## src/rtl/riscv_fetch_pkg.sv

```systemverilog
// Shared constants and types for the prefetching fetch stage.
package riscv_fetch_pkg;

    localparam int unsigned DEFAULT_DATA_WIDTH    = 32;
    localparam int unsigned DEFAULT_ADDRESS_WIDTH = 32;

    localparam logic [31:0] NOP_INSTR        = 32'h00000013;
    localparam logic [31:0] DEFAULT_RESET_PC = 32'h00000000;

    typedef struct packed {
        logic [DEFAULT_ADDRESS_WIDTH-1:0] pc;
        logic [DEFAULT_DATA_WIDTH-1:0]    instr;
    } fetch_entry_t;

endpackage

```

## src/rtl/sync_fifo.sv

```systemverilog
// Synchronous FIFO with flush; caller must not push when full (unless popping) or pop when empty.
module sync_fifo #(
    parameter int unsigned WIDTH = 8,
    parameter int unsigned DEPTH = 4,
    localparam int unsigned PTR_W = $clog2(DEPTH)
) (
    input  logic             clk,
    input  logic             rst_n,
    input  logic             push,
    input  logic             pop,
    input  logic             flush,
    input  logic [WIDTH-1:0] push_data,
    output logic             full,
    output logic             empty,
    output logic [PTR_W:0]   count,
    output logic [WIDTH-1:0] head_data
);

    localparam logic [PTR_W:0] PTR_ONE = (PTR_W+1)'(1);

    logic [WIDTH-1:0] mem_q [DEPTH];
    logic [PTR_W:0]   wr_ptr_q, wr_ptr_d;
    logic [PTR_W:0]   rd_ptr_q, rd_ptr_d;

    always_comb begin
        wr_ptr_d = wr_ptr_q;
        rd_ptr_d = rd_ptr_q;
        if (flush) begin
            wr_ptr_d = '0;
            rd_ptr_d = '0;
        end else begin
            if (push) wr_ptr_d = wr_ptr_q + PTR_ONE;
            if (pop)  rd_ptr_d = rd_ptr_q + PTR_ONE;
        end
    end

    always_ff @(posedge clk) begin
        if (!rst_n) begin
            wr_ptr_q <= '0;
            rd_ptr_q <= '0;
        end else begin
            wr_ptr_q <= wr_ptr_d;
            rd_ptr_q <= rd_ptr_d;
        end
    end

    // Storage needs no reset: pointers alone define which entries are live.
    always_ff @(posedge clk) begin
        if (push && !flush) mem_q[wr_ptr_q[PTR_W-1:0]] <= push_data;
    end

    assign count     = wr_ptr_q - rd_ptr_q;
    assign empty     = (wr_ptr_q == rd_ptr_q);
    assign full      = (count == (PTR_W+1)'(DEPTH));
    assign head_data = mem_q[rd_ptr_q[PTR_W-1:0]];

endmodule

```

## src/rtl/fetch_prefetch.sv

```systemverilog
// Fetch stage with credit-limited instruction prefetch, in-order response buffering and
// redirect flush that drops responses to requests issued before the redirect.
module fetch_prefetch
    import riscv_fetch_pkg::*;
#(
    parameter int unsigned DATA_WIDTH    = 32,
    parameter int unsigned ADDRESS_WIDTH = 32,
    parameter int unsigned FIFO_DEPTH    = 4,
    parameter logic [ADDRESS_WIDTH-1:0] RESET_PC = ADDRESS_WIDTH'(DEFAULT_RESET_PC)
) (
    input  logic                     clk,
    input  logic                     rst_n,
    input  logic                     stall_f,
    input  logic                     pc_src_e,
    input  logic [ADDRESS_WIDTH-1:0] pc_target_e,
    output logic                     imem_req_valid,
    input  logic                     imem_req_ready,
    output logic [ADDRESS_WIDTH-1:0] imem_req_addr,
    input  logic                     imem_rsp_valid,
    input  logic [DATA_WIDTH-1:0]    imem_rsp_data,
    output logic                     instr_valid_f,
    output logic [ADDRESS_WIDTH-1:0] pc,
    output logic [ADDRESS_WIDTH-1:0] pc_plus4,
    output logic [DATA_WIDTH-1:0]    instr
);

    localparam int unsigned PTR_W = $clog2(FIFO_DEPTH);
    // Dropped plus live requests can reach twice the depth right after a redirect.
    localparam int unsigned CNT_W = PTR_W + 2;
    localparam logic [ADDRESS_WIDTH-1:0] PC_STEP = ADDRESS_WIDTH'(4);

    typedef struct packed {
        logic [ADDRESS_WIDTH-1:0] pc;
        logic [DATA_WIDTH-1:0]    instr;
    } entry_t;

    logic [ADDRESS_WIDTH-1:0] req_pc_q, req_pc_d;
    logic [ADDRESS_WIDTH-1:0] rsp_pc_q, rsp_pc_d;
    logic [CNT_W-1:0]         in_flight_q, in_flight_d;
    logic [CNT_W-1:0]         drop_cnt_q, drop_cnt_d;

    logic             fifo_full, fifo_empty;
    logic [PTR_W:0]   fifo_count;
    entry_t           push_entry, head_entry;
    logic             req_hs, rsp_ok, push, pop;
    logic [CNT_W-1:0] credits_used;
    logic [ADDRESS_WIDTH-1:0] target_aligned;

    assign target_aligned = {pc_target_e[ADDRESS_WIDTH-1:2], 2'b00};

    assign credits_used   = in_flight_q - drop_cnt_q + CNT_W'(fifo_count);
    assign imem_req_valid = !pc_src_e && (credits_used < CNT_W'(FIFO_DEPTH));
    assign imem_req_addr  = req_pc_q;
    assign req_hs         = imem_req_valid && imem_req_ready;

    // Responses with nothing outstanding are protocol violations and ignored.
    assign rsp_ok = imem_rsp_valid && (in_flight_q != '0);
    assign push   = !pc_src_e && rsp_ok && (drop_cnt_q == '0);
    assign pop    = !pc_src_e && !fifo_empty && !stall_f;

    assign push_entry = '{pc: rsp_pc_q, instr: imem_rsp_data};

    always_comb begin
        req_pc_d    = req_pc_q;
        rsp_pc_d    = rsp_pc_q;
        drop_cnt_d  = drop_cnt_q;
        in_flight_d = in_flight_q + CNT_W'(req_hs) - CNT_W'(rsp_ok);
        if (pc_src_e) begin
            req_pc_d   = target_aligned;
            rsp_pc_d   = target_aligned;
            drop_cnt_d = in_flight_q - CNT_W'(rsp_ok);
        end else begin
            if (req_hs) req_pc_d = req_pc_q + PC_STEP;
            if (rsp_ok) begin
                if (drop_cnt_q != '0) drop_cnt_d = drop_cnt_q - CNT_W'(1);
                else                  rsp_pc_d   = rsp_pc_q + PC_STEP;
            end
        end
    end

    always_ff @(posedge clk) begin
        if (!rst_n) begin
            req_pc_q    <= RESET_PC;
            rsp_pc_q    <= RESET_PC;
            in_flight_q <= '0;
            drop_cnt_q  <= '0;
        end else begin
            req_pc_q    <= req_pc_d;
            rsp_pc_q    <= rsp_pc_d;
            in_flight_q <= in_flight_d;
            drop_cnt_q  <= drop_cnt_d;
        end
    end

    sync_fifo #(
        .WIDTH (ADDRESS_WIDTH + DATA_WIDTH),
        .DEPTH (FIFO_DEPTH)
    ) u_fifo (
        .clk       (clk),
        .rst_n     (rst_n),
        .push      (push),
        .pop       (pop),
        .flush     (pc_src_e),
        .push_data (push_entry),
        .full      (fifo_full),
        .empty     (fifo_empty),
        .count     (fifo_count),
        .head_data (head_entry)
    );

    assign instr_valid_f = !fifo_empty;
    assign pc            = fifo_empty ? '0 : head_entry.pc;
    assign pc_plus4      = fifo_empty ? '0 : head_entry.pc + PC_STEP;
    assign instr         = fifo_empty ? DATA_WIDTH'(NOP_INSTR) : head_entry.instr;

    a_no_overflow: assert property (@(posedge clk) disable iff (!rst_n) !(push && fifo_full));

endmodule

```

## config.mk

```make
export PLATFORM = sky130hd
export DESIGN_NAME = fetch_prefetch
export DESIGN_NICKNAME = d
export VERILOG_FILES = /design/src/rtl/riscv_fetch_pkg.sv /design/src/rtl/sync_fifo.sv /design/src/rtl/fetch_prefetch.sv
export SDC_FILE = /design/constraint.sdc
export NUM_CORES = 1
export LEC_CHECK = 0
export ABC_AREA = 1
export CAP_MARGIN = 20
export CORE_UTILIZATION = 56
export CTS_CLUSTER_SIZE = 16
export DETAILED_ROUTE_END_ITERATION = 10
export PLACE_DENSITY = 0.78
export SLEW_MARGIN = 10
export SYNTH_ARGS = -nofsm -noshare
export SYNTH_HDL_FRONTEND = slang
export SYNTH_SLANG_ARGS = --single-unit
```

## constraint.sdc

```tcl
create_clock -name clk -period 6.75 [get_ports clk]
set_input_delay 1.35 -clock clk [delete_from_list [all_inputs] [get_ports clk]]
set_output_delay 1.35 -clock clk [all_outputs]
set_load 0.02 [all_outputs]
```

==> reports/qor.yml, run 1 <==
setup.worst_path.class: "flip-flop to output pin"
tritoncts.num_buffers: 34
req_time_crit_path_ns: 5.40
route.detailed.wl_per_inst_um: 16.54
layout.cell_area.non_filler_um2: 19750
first_pass_grt_wire_length_um: 68170
synth_cell_types: 44
number_of_nets_in_the_layout: 2262
number_of_antenna_violations_at_the_first_check_in_global_routing: 0
layout.cells.most_common_list: "603 x nand2_1, 328 x nor2_1, 248 x edfxtp_1, 190 x clkdlybuf4s50_1, 146 x inv_1"
critical_path.most_common_cell: "nand2_1"
die_w_um: 173.6
critical_path.reg2reg.startpoint: "u_fifo.wr_ptr_q[0]$_SDFFE_PP0P_"
drc_viols: 0
placement_cell_area_um2: 18640
commonest_non_fill_non_tap_cell_in_the_layout: "nand2_1"
synth_area_leader_cell: "edfxtp_1"
clock_transition_at_the_register_clock_pins_on_the_worst_setup_and_hold_paths_after_cts_ns: 0.07
fill_cells: 2272
post_drt_via_cell_ratio: 5.469
cts-root-buf: "clkbuf_16"
postLayoutCoreUtil: 0.6844
worst_ir_drop_vdd_uv: 260.7
cpLargestDelayFamily: "buffers and inverters"
fmax_mhz: 173.6
syn_inst: 2002
count_of_buffer_and_inverter_cells_on_the_critical_path: 3
ant_nets: 0
fraction_of_final_layout_cells_with_drive_strength_greater_than_1: 0.05023
cp_slowest_stage_delay_ns: 0.81
post_synth_edffs: 248
synth.top_cell.area_share: 0.4517
post_cts.repair.setup_buffers: 0
hold_viol: 0
place.detailed.hpwl_um: 28350
numPlacedInstances: 2513
timing.final.crit_share: 0.8533
critical_path.slowest_cell: "inv_2"
seq_area_frac_synth: 0.5439
grt_setup_unrepaired: "false"
initial_core_util: 0.5714
core_area_um2: 28860
status: "finished clean"
p_leak_nw: 7.651
final_max_slew_viol_count: 0
stdcell_count: 2574
tritoncts: "built"
drt_first_pass_iters: 6
timing_worst_slew_pin_value_ns: 1.021
hold_class: "flip-flop to flip-flop"
num_antenna_cells: 0
path_max_fanout: 65
core.rowCount: 62
top_post_synthesis_cells_by_area: "edfxtp_1 45%, nand2_1 14%, dfxtp_1 9.2%, nor2_1 7.6%, nand3_1 3.8%"
worstHoldStart: "imem_req_addr[31]$_SDFFE_PN0P_"
synth_seq_cells: 324
cts_repair_resize_count: 0
via_count: 14080
first_global_vias: 13280
cts_num_sinks: 324
power_mw: 5.250
worst_hold_margin_ns: 0.5173
clockBufferDepth: 3
timing.max_cap.violations: 0
clock_insertion_delay_worst_skew_ns: 0.51
routabilityCongestion: 0.9602
grt_usage: 0.2831
die_area_um2: 30130
period_minus_slack_ns: 5.760
worst_setup_path_end_kind: "output pin"
netlist_area_um2: 16490
powerDensity_nw_per_um2: 265.8
slew_headroom: 0.3183
holdBufCountCts: 0
finalClockSkew_ns: 0.01671
port_buffers: 191
critical_path_arrival_ns: 4.41
die_outline_height_um: 173.6
finalWirelength_um: 42570
critical_path.cell_chain: "inv_2 > buf_4 > nand2_1 > nand2_1 > nand2_1 > nand2_1 > nand2_1 > nor2_2 > nand2_1 > nor2_1 > nand2_1 > nand2_1 > nand2_1 > nor2_2 > clkdlybuf4s50_1"
drt_iter0_drc: 1206
ys_async_sr_fraction: 0
final.setup.worst_slack_ns: 0.9903
grt_max_degree: 86
timing.setup.tns_ns: 0
synthesis.area_per_instance_um2: 8.236
grt.overflow.total: 0
area_delta_synth_final_pct: 19.79
htree_levels: 2
finalSetupViolations: 0
start_kind: "flip-flop"
ys_flop_type: "edfxtp_1"
design.portCount: 200
yosysWarningCount: 0
place_worst_setup_slack_ns: 1.555
cells in the mapped netlist (5+ instances only):
| library cell | instances |
|---|---|
| a21oi_1 | 102 |
| a31oi_1 | 12 |
| buf_1 | 11 |
| buf_2 | 28 |
| buf_4 | 10 |
| buf_6 | 6 |
| clkbuf_1 | 31 |
| dfxtp_1 | 76 |
| edfxtp_1 | 248 |
| ha_1 | 23 |
| inv_1 | 146 |
| inv_2 | 8 |
| nand2_1 | 603 |
| nand2_2 | 5 |
| nand3_1 | 124 |
| nand3b_1 | 9 |
| nand4_1 | 17 |
| nor2_1 | 332 |
| nor2_2 | 14 |
| nor3_1 | 14 |
| o21ai_0 | 124 |
| xnor2_1 | 6 |
| xor2_1 | 12 |
final timing paths:
path / to / slack (ns) / cells past startpoint
hold reg to reg: imem_req_addr[31]$_SDFFE_PN0P_ / 0.52 / 2
setup reg to reg: in_flight_q[2]$_SDFF_PN0_ / 2.60 / 20
setup / recovery: pc_plus4[31] / 0.99 / 15
hold / removal: imem_req_addr[31]$_SDFFE_PN0P_ / 0.52 / 2
worst register-to-register path: cells and delay by family (launching register included):
kind            cells  cell delay (ns)
buf+inv             5             0.57
xor+xnor            2             0.31
compound gates      1             0.18
fa+ha+maj           7             2.20
flops               1             0.37
simple gates        5             0.37
cell families after synthesis:
| group | synth area share |
|---|---|
| xor+xnor | 0.009561 |
| other cells | 0.0002274 |
| compound gates | 0.08325 |
| buf+inv | 0.06200 |
| simple gates | 0.2787 |
| fa+ha+maj | 0.02231 |
| flops | 0.5439 |
cell type report:
| class | instances | area (um^2) | area share |
|---|---|---|---|
| sequential | 324 | 8974 | 0.4543 |
| multi-input combinational | 1442 | 6546 | 0.3314 |
| timing repair buffer | 208 | 2059 | 0.1043 |
| clock buffer | 42 | 912.1 | 0.04618 |
| inverter | 155 | 581.8 | 0.02946 |
| tap | 384 | 480.5 | 0.02433 |
| clock inverter | 19 | 197.7 | 0.01001 |
power by group:
part           total [mW]  switching, mW  internal [mW]
Combinational        1.06          0.661          0.395
Clock                1.85          0.764           1.09
Sequential           2.34         0.0902           2.25
flip-flops by register name (all words and copies together), names as in the netlist, named ones only:
| register | flops |
|---|---|
| in_flight_q | 4 |
| imem_req_addr | 30 |
| drop_cnt_q | 4 |
| u_fifo.mem_q | 248 |
| rsp_pc_q | 30 |
| u_fifo.rd_ptr_q | 3 |
| u_fifo.wr_ptr_q | 3 |
metal layers:
layer,share of wire,vias up,track usage
met5,0,-,0
met4,0.022,0,0.08077
met3,0.066,67,0.03355
met2,0.47,546,0.4682
met1,0.45,6565,0.3952
li1,-,6898,-
No activity file was read; power rests on OpenSTA's default activity.
==> inputs of run 2 (changes only) <==
--- a/config.mk
+++ b/config.mk
@@ -7,10 +7,12 @@
 export LEC_CHECK = 0
 export ABC_AREA = 1
 export CAP_MARGIN = 20
-export CORE_UTILIZATION = 56
+export CORE_UTILIZATION = 30
 export CTS_CLUSTER_SIZE = 16
 export DETAILED_ROUTE_END_ITERATION = 10
-export PLACE_DENSITY = 0.78
+export GPL_TIMING_DRIVEN = 0
+export HOLD_SLACK_MARGIN = 0.1
+export PLACE_DENSITY = 0.46
 export SLEW_MARGIN = 10
 export SYNTH_ARGS = -nofsm -noshare
 export SYNTH_HDL_FRONTEND = slang
==> run 2 against run 1 <==
- die area is 86% higher
- via count rose by 1.3%
- clock skew down 0.0041 ns
- flip-flop and latch count stayed put
- largest cell class unchanged
- sequential power is essentially flat
- routed wire length rose by 30%
- first-iteration DRC count fell by 24%
- fmax up 9.4%
==> reports/qor.yml, run 2 (same netlist as run 1, synthesis figures left out) <==
postLayoutCoreUtil: 0.3839  # -0.3005
grt_max_degree: 24  # -72%
finalClockSkew_ns: 0.01257  # -0.004140 ns
clock_transition_at_the_register_clock_pins_on_the_worst_setup_and_hold_paths_after_cts_ns: 0.06  # about the same
critical_path_arrival_ns: 3.92  # -0.49 ns
fraction_of_final_layout_cells_with_drive_strength_greater_than_1: 0.06500  # +0.01477
initial_core_util: 0.3052  # -0.2662
met2_usage: 0.3332  # -0.1351
worst_ir_drop_vdd_uv: 145.7  # -44%
grt.met1_usage: 0.2569  # -0.1384
post_drt_via_cell_ratio: 4.795  # -12%
core.rowCount: 85  # +37%
power_mw: 5.497  # +4.7%
powerDensity_nw_per_um2: 265.0  # -0.31%
timing_worst_slew_pin_value_ns: 0.8865  # -0.1346 ns
cts_repair_resize_count: 0  # unchanged
finalSetupViolations: 0  # unchanged
grt.overflow.total: 0  # unchanged
timing.setup.tns_ns: 0  # unchanged
cts-root-buf: "clkbuf_16"
port_buffers: 189  # -1.0%
number_of_antenna_violations_at_the_first_check_in_global_routing: 0  # unchanged
period_minus_slack_ns: 5.267  # -0.4931 ns
global_route.peak_usage_layer: "met2"
tritoncts: "built"
post_cts.repair.setup_buffers: 0  # unchanged
hold_class: "flip-flop to flip-flop"
status: "finished clean"
largest_register_ffs: 248  # unchanged
drc_viols: 0  # unchanged
use_met3: 0.02539  # -0.008158
clock_insertion_delay_worst_skew_ns: 0.54  # +0.03 ns
die_area_um2: 55900  # +86%
num_antenna_cells: 0  # unchanged
slew_headroom: 0.4090  # +0.09073
holdBufCountCts: 0  # unchanged
final_max_slew_viol_count: 0  # unchanged
place.detailed.hpwl_um: 40920  # +44%
tritoncts.num_buffers: 39  # +15%
grt_usage: 0.1957  # -0.08742
layout.cells.most_common_list: "603 x nand2_1, 328 x nor2_1, 248 x edfxtp_1, 189 x clkdlybuf4s50_1, 146 x inv_1"
layout.cell_area.non_filler_um2: 20740  # +5.0%
fmax_mhz: 189.9  # +9.4%
route.detailed.wl_per_inst_um: 18.61  # +13%
ant_nets: 0  # unchanged
commonest_non_fill_non_tap_cell_in_the_layout: "nand2_1"
setup.worst_path.class: "flip-flop to output pin"
core_area_um2: 54030  # +87%
cts_num_sinks: 324  # unchanged
drt_iter0_drc: 918  # -24%
first_global_vias: 13840  # +4.3%
grt_setup_unrepaired: "false"
die_w_um: 236.4  # +36%
htree_levels: 2  # unchanged
via_count: 14260  # +1.3%
area_delta_synth_final_pct: 25.80
die_outline_height_um: 236.4  # +36%
first_pass_grt_wire_length_um: 83160  # +22%
drt_first_pass_iters: 5  # -1
placement_cell_area_um2: 19520  # +4.7%
design.portCount: 200  # unchanged
p_leak_nw: 7.961  # +4.1%
timing.max_cap.violations: 0  # unchanged
finalWirelength_um: 55340  # +30%
timing.final.crit_share: 0.7802  # -0.07306
path_max_fanout: 10  # -85%
routabilityCongestion: 0.9013  # -6.1%
hold_viol: 0  # unchanged
req_time_crit_path_ns: 5.40  # about the same
clockBufferDepth: 3  # unchanged
number_of_nets_in_the_layout: 2344  # +3.6%
start_kind: "flip-flop"
worst_setup_path_end_kind: "output pin"
[run 2: changes by cell type in the layout (fill, tap and decap cells not counted), moves of 2 or more]
| cell | change |
|---|---|
| buf_1 | +11 |
| buf_12 | +6 |
| buf_16 | +2 |
| buf_2 | +27 |
| buf_4 | -5 |
| buf_6 | +6 |
| clkbuf_1 | +35 |
| clkbuf_16 | +6 |
| clkinv_1 | +2 |
| clkinv_2 | +3 |
| clkinvlp_4 | -2 |
| dfxtp_1 | +2 |
[run 2: critical path, stage by stage, from the launching register on]
cell             delay, ns
dfxtp_1               0.36
inv_1                 0.12
ha_1                  0.33
nand4_1               0.51
inv_2                 0.39
buf_2                 0.34
buf_1                 0.55
nor2_1                0.14
clkdlybuf4s50_1       0.62
[run 2: final cells by class]
| type | instances | area (um^2) |
|---|---|---|
| Buffer | 86 | 440.4 |
| Clock buffer | 52 | 1077 |
| Clock inverter | 19 | 150.1 |
| Fill cell | 5550 | 33280 |
| Inverter | 155 | 581.8 |
| Multi-Input combinational cell | 1442 | 6546 |
| Sequential cell | 324 | 8969 |
| Tap cell | 696 | 870.8 |
| Timing Repair Buffer | 199 | 2107 |
[run 2: where the power goes]
| group | internal [mW] | leakage [nW] | total (mW) | switching [mW] |
|---|---|---|---|---|
| Sequential | 2.26 | 2.87 | 2.34 | 0.0892 |
| Clock | 1.20 | 0.598 | 2.02 | 0.824 |
| Combinational | 0.411 | 4.49 | 1.13 | 0.718 |
| Total | 3.87 | 7.96 | 5.50 | 1.63 |
[run 2: worst paths after layout]
kind | start | end | cells past startpoint | slack (ns)
worst max-delay path | u_fifo.wr_ptr_q[0]$_SDFFE_PP0P_ | pc[15] | 8 | 1.48
worst min-delay path | u_fifo.wr_ptr_q[2]$_SDFFE_PP0P_ | u_fifo.wr_ptr_q[2]$_SDFFE_PP0P_ | 2 | 0.52
worst min register to register | u_fifo.wr_ptr_q[2]$_SDFFE_PP0P_ | u_fifo.wr_ptr_q[2]$_SDFFE_PP0P_ | 2 | 0.52
worst max register to register | u_fifo.wr_ptr_q[0]$_SDFFE_PP0P_ | in_flight_q[2]$_SDFF_PN0_ | 20 | 2.07
[run 2: per-stage QoR]
stage | std cells | hold slack (ns) | worst slack (ns)
after floorplan | 2007 | 0.4810 | 1.634
after global placement | 2892 | 0.4997 | -1.927
after detailed placement | 2902 | 0.5047 | 2.038
after CTS | 2973 | 0.5176 | 1.440
after global routing | 2973 | 0.5538 | 1.337
final | 2973 | 0.5174 | 1.483
[run 2: per-layer routing]
metal  wire [um]  share of wire
met1       24870           0.45
met2       26350           0.48
met3        2827          0.051
met4        1285          0.023
met5           0              0
